<file path="config.mk">
export PLATFORM = sky130hd
export DESIGN_NAME = coin_acceptor_encoder
export DESIGN_NICKNAME = d
export VERILOG_FILES = /design/src/rtl/coin_acceptor_encoder.sv
export SDC_FILE = /design/constraint.sdc
export NUM_CORES = 1
export LEC_CHECK = 0
export ABC_AREA = 1
export CORE_MARGIN = 5
export CORE_UTILIZATION = 55
export CTS_CLUSTER_DIAMETER = 80
export DETAILED_ROUTE_END_ITERATION = 16
export PLACE_DENSITY = 0.74
export SLEW_MARGIN = 20
export SYNTH_ARGS = -nofsm -noshare
export SYNTH_HDL_FRONTEND = slang
export SYNTH_SLANG_ARGS = --single-unit
</file>
<file path="constraint.sdc">
create_clock -name clk -period 2.1 [get_ports clk]
set_clock_uncertainty 0.2 [all_clocks]
set_input_delay 0.63 -clock clk [delete_from_list [all_inputs] [get_ports clk]]
set_output_delay 0.63 -clock clk [all_outputs]
set_load 0.03 [all_outputs]
</file>
<file path="src/rtl/coin_acceptor_encoder.sv">
// Coin sensor front end: 2-flop synchroniser, debounce, pulse-width classifier
// and guard/drain sequencing. Emits a one-cycle coin code or reject strobe.
module coin_acceptor_encoder #(
  parameter int CNT_W   = 8,
  parameter int DEB_CYC = 4,
  parameter int A_MIN   = 8,
  parameter int A_MAX   = 15,
  parameter int B_MIN   = 16,
  parameter int B_MAX   = 31,
  parameter int C_MIN   = 32,
  parameter int C_MAX   = 63,
  parameter int GAP_CYC = 8
) (
  input  logic       clk,
  input  logic       rst,
  input  logic       coin_sense,
  input  logic       en,
  output logic [1:0] d,
  output logic       reject,
  output logic       busy
);

  localparam int DC_W = $clog2(DEB_CYC + 1);
  localparam int GC_W = $clog2(GAP_CYC + 4);

  localparam logic [DC_W-1:0]  DC_LAST  = DC_W'(DEB_CYC - 1);
  localparam logic [GC_W-1:0]  GAP_LAST = GC_W'(GAP_CYC - 1);
  localparam logic [GC_W-1:0]  ARM_FILL = GC_W'(2);
  localparam logic [CNT_W-1:0] W_MAX    = '1;
  localparam logic [CNT_W-1:0] A_LO     = CNT_W'(A_MIN);
  localparam logic [CNT_W-1:0] A_HI     = CNT_W'(A_MAX);
  localparam logic [CNT_W-1:0] B_LO     = CNT_W'(B_MIN);
  localparam logic [CNT_W-1:0] B_HI     = CNT_W'(B_MAX);
  localparam logic [CNT_W-1:0] C_LO     = CNT_W'(C_MIN);
  localparam logic [CNT_W-1:0] C_HI     = CNT_W'(C_MAX);

  typedef enum logic [2:0] {
    ARM, IDLE, MEASURE, GAP, DRAIN
  } state_e;

  logic            s1_q, s_q;
  logic            db_q, db_d;
  logic [DC_W-1:0] dc_q, dc_d;

  state_e           state_q, state_d;
  logic [CNT_W-1:0] wcnt_q, wcnt_d;
  logic [GC_W-1:0]  gcnt_q, gcnt_d;
  logic             pend_q, pend_d;
  logic [1:0]       d_q, d_d;
  logic             rej_q, rej_d;
  logic [1:0]       code;

  always_ff @(posedge clk) begin
    if (!rst) begin
      s1_q <= 1'b0;
      s_q  <= 1'b0;
      db_q <= 1'b0;
      dc_q <= '0;
    end else begin
      s1_q <= coin_sense;
      s_q  <= s1_q;
      db_q <= db_d;
      dc_q <= dc_d;
    end
  end

  always_comb begin
    db_d = db_q;
    dc_d = '0;
    if (s_q != db_q) begin
      if (dc_q == DC_LAST) db_d = s_q;
      else                 dc_d = dc_q + DC_W'(1);
    end
  end

  always_comb begin
    code = 2'b00;
    if      (wcnt_q >= A_LO && wcnt_q <= A_HI) code = 2'b01;
    else if (wcnt_q >= B_LO && wcnt_q <= B_HI) code = 2'b10;
    else if (wcnt_q >= C_LO && wcnt_q <= C_HI) code = 2'b11;
  end

  always_ff @(posedge clk) begin
    if (!rst) begin
      state_q <= ARM;
      wcnt_q  <= '0;
      gcnt_q  <= '0;
      pend_q  <= 1'b0;
      d_q     <= 2'b00;
      rej_q   <= 1'b0;
    end else begin
      state_q <= state_d;
      wcnt_q  <= wcnt_d;
      gcnt_q  <= gcnt_d;
      pend_q  <= pend_d;
      d_q     <= d_d;
      rej_q   <= rej_d;
    end
  end

  always_comb begin
    state_d = state_q;
    wcnt_d  = wcnt_q;
    gcnt_d  = gcnt_q;
    pend_d  = pend_q;
    d_d     = 2'b00;
    rej_d   = 1'b0;
    unique case (state_q)
      // gcnt first lets the synchroniser refill, so stale reset zeros in s
      // cannot arm the FSM while a coin is still sitting in the sensor.
      ARM: begin
        if (gcnt_q != ARM_FILL) begin
          gcnt_d = gcnt_q + GC_W'(1);
        end else if (!db_q && !s_q) begin
          gcnt_d  = '0;
          state_d = IDLE;
        end
      end
      IDLE: begin
        if (db_q) begin
          wcnt_d  = CNT_W'(1);
          state_d = MEASURE;
        end
      end
      MEASURE: begin
        if (db_q) begin
          if (wcnt_q != W_MAX) wcnt_d = wcnt_q + CNT_W'(1);
        end else begin
          if (en && code != 2'b00) d_d = code;
          else                     rej_d = 1'b1;
          gcnt_d  = '0;
          pend_d  = 1'b0;
          state_d = GAP;
        end
      end
      GAP: begin
        gcnt_d = gcnt_q + GC_W'(1);
        pend_d = pend_q | db_q;
        if (gcnt_q == GAP_LAST) begin
          gcnt_d  = '0;
          pend_d  = 1'b0;
          state_d = (db_q || pend_q) ? DRAIN : IDLE;
        end
      end
      DRAIN: begin
        if (!db_q) begin
          rej_d   = 1'b1;
          state_d = IDLE;
        end
      end
      default: state_d = ARM;
    endcase
  end

  assign d      = d_q;
  assign reject = rej_q;
  assign busy   = (state_q != IDLE);

endmodule

</file>
==> impl_metrics.csv <==
group,metric,value,unit
worst_setup_path,endpoint,"busy",
clock_tree,htree_num_levels,1,
clock_tree,cts_num_sinks,25,
worst_setup_path,critPathKind,"flip-flop to output pin",
clock_tree,postCtsSetupRepairBufs,0,
clock_tree,cts_tree,"yes",
drt,routed_wl,2890,um
floorplanning,num_rows,18,
timing,hold_slack,0.235,ns
global_routing,grt_max_degree,16,
floorplanning,fp.dieH,61.2,um
global_routing,grt_pass1_vias,1268,
synth,yosysWarnings,0,
global_routing,track_usage,17.9,%
timing,period_share,95.5,%
synth,synth_cell_type_count,24,
worst_setup_path,r2r_cells,9,
final_layout,diodes,0,
global_routing,overflow,0,
clock_tree,clkSlewWorstSetupHoldPaths,0.15,ns
floorplanning,start_util,57.7,%
worst_setup_path,worst_ep_arrival_time,1.18,ns
global_routing,antenna_found_initial,0,
min_path,hold_class,"flip-flop to flip-flop",
timing,rsz0062_at_grt,"no",
timing,fin_crit,2.01,ns
drt,vias,1338,
timing,final_max_slew_viol_count,0,
synth,avgSynthCellArea,6.64,um^2
final_layout,final_common_cell,"nand2_1",
clock_tree,holdBufCountCts,0,
placed_design,gp_congestion,0.844,
timing,relSlewSlack,80.3,%
worst_setup_path,startpoint_type,"flip-flop",
floorplanning,pin_count,8,
synth,synth_fa_ha_area_share,6.08,%
pwr,ir_worst_vdd,0.839,mV
global_routing,grt_pass1_wl,5040,um
synth,synth_cells,217,
drt,drc,0,
synth,post_synth_and_or_nand_nor_area_fraction,41.2,%
synth,synth_top_family_by_area,"simple AND/OR/NAND/NOR gates",
timing,max_freq,499,MHz
timing,hold_viol,0,
pwr,power,1.48,mW
timing,tns,0,ns
synth,synth-xor-area-share,0.608,%
job,maxCapViolations,0,
synth,synthesis.area,0.00144,mm^2
final_layout,nNetsFinal,241,
synth,synth_compound_area_share,8.42,%
final_layout,area_delta_synth_final,10.1,%
synth,synth.area.mux_share,0,%
placed_design,place_hpwl,2270,um
synth,ys_ff_latch,25,
final_layout,layout_common_cells,"53 x nand2_1, 32 x nor2_1, 29 x inv_1",
synth,seq_area_frac_synth,34.7,%
worst_setup_path,worstSetupStartpoint,"state_q[2]",
worst_setup_path,endpoint_kind,"output pin",
floorplanning,die_w,61.2,um
clock_tree,clockRootBuffer,"clkbuf_4",
clock_tree,clk_latency,0.33,ns
drt,ant_nets,0,
worst_setup_path,crit_fanout,7,
drt,dr.pass1.iters,4,
status,outcome,"complete, no violations",
floorplanning,dieArea,0.00374,mm^2
floorplanning,core,0.00250,mm^2
placed_design,numPlacedInstances,255,
final_layout,fin_cells,259,
worst_setup_path,worstReg2RegEnd,"gcnt_q[3]",
final_layout,drive_gt1_share,11.4,%
timing,worst_pin_slew,0.293,ns
worst_setup_path,cp.required,1.27,ns
clock_tree,cts_buffers,3,
drt,vias_per_cell,5.17,
clock_tree,ctsLongestPathBuffers,2,
placed_design,io_buffers,7,
timing,setup_viol,0,
drt,wl_per_cell,11.2,um
pwr,power.density,936,mW/mm^2
drt,drt_iter0_markers,104,
final_layout,fin_util,63.5,%
synth,synthesis.nets,228,
worst_setup_path,reg2reg_slack,0.28,ns
worst_setup_path,reg2reg_from,"db_q",
pwr,p_leak,0.707,nW
registers in the layout, indices dropped and copies added (netlist names):
register  cells
d             2
s1_q          1
state_q       3
dc_q          3
reject        1
gcnt_q        4
db_q          1
s_q           1
pend_q        1
wcnt_q        8
synth_stat cells (all sizes together):
cell type / n / area [um^2]
nand2: 55 / 211
nor2: 38 / 178
inv: 32 / 120
dfxtp: 25 / 500
nand3: 22 / 138
a21oi: 14 / 70.1
o21ai: 9 / 45.0
ha: 7 / 87.6
nor3: 4 / 20.0
nand3b: 3 / 22.5
nand4: 2 / 12.5
a31oi: 1 / 6.26
buf: 1 / 5.00
clkinv: 1 / 3.75
nor4: 1 / 6.26
or2: 1 / 6.26
xor2: 1 / 8.76
cell families after synthesis:
group           after synthesis
buf+inv                      34
simple gates                126
xor+xnor                      1
flops                        25
fa+ha+maj                     7
compound gates               24
critical path, cell delays in order, from the launching register on:
cell and delay (ns):
dfxtp_2 0.39, inv_2 0.16, nand3_4 0.12, buf_4 0.18
what timing repair did:
item                                    CTS  global route
endpoints found under the setup margin    4             1
cloned                                    0             0
resized for setup                         4             2
worst min path at each step:
stage / startpoint / endpoint / slack, ns / depth (start not counted)
after global routing: dc_q[0] / dc_q[0] / 0.28 / 1
after detailed placement: s1_q / s_q / 0.22 / 2
final: dc_q[0] / dc_q[0] / 0.24 / 1
after CTS: dc_q[0] / dc_q[0] / 0.24 / 1
after global placement: s1_q / s_q / 0.20 / 2
after floorplan: s1_q / s_q / 0.19 / 2
metal layers:
metal	wire length, um	share of wire (%)	track usage, %
met2	1290	45	28.4
met5	0	0	0
met4	99	3.4	12.1
met1	1370	47	22.5
met3	127	4.4	2.52
where the power goes:
| group | total [mW] | internal, mW | switching (mW) |
|---|---|---|---|
| Sequential | 0.616 | 0.535 | 0.0812 |
| Combinational | 0.643 | 0.231 | 0.411 |
| Clock | 0.226 | 0.0730 | 0.153 |
| Total | 1.48 | 0.839 | 0.645 |
metrics by stage:
step,cell area [um^2],setup slack (ns)
2_1_floorplan,1440,0.477
3_3_place_gp,1560,0.168
3_5_place_dp,1560,0.137
4_1_cts,1580,0.0167
5_1_grt,1590,0.0272
6_report,1590,0.0940
layout make-up:
cell class,count,area [um^2]
repair buffers,9,78.8
inverters,33,124
fillers,249,913
multi-input cells,158,812
clock buffers,3,22.5
clock inverters,1,7.51
flip-flops and latches,25,504
well taps,30,37.5
(Power assumes the default switching activity.)
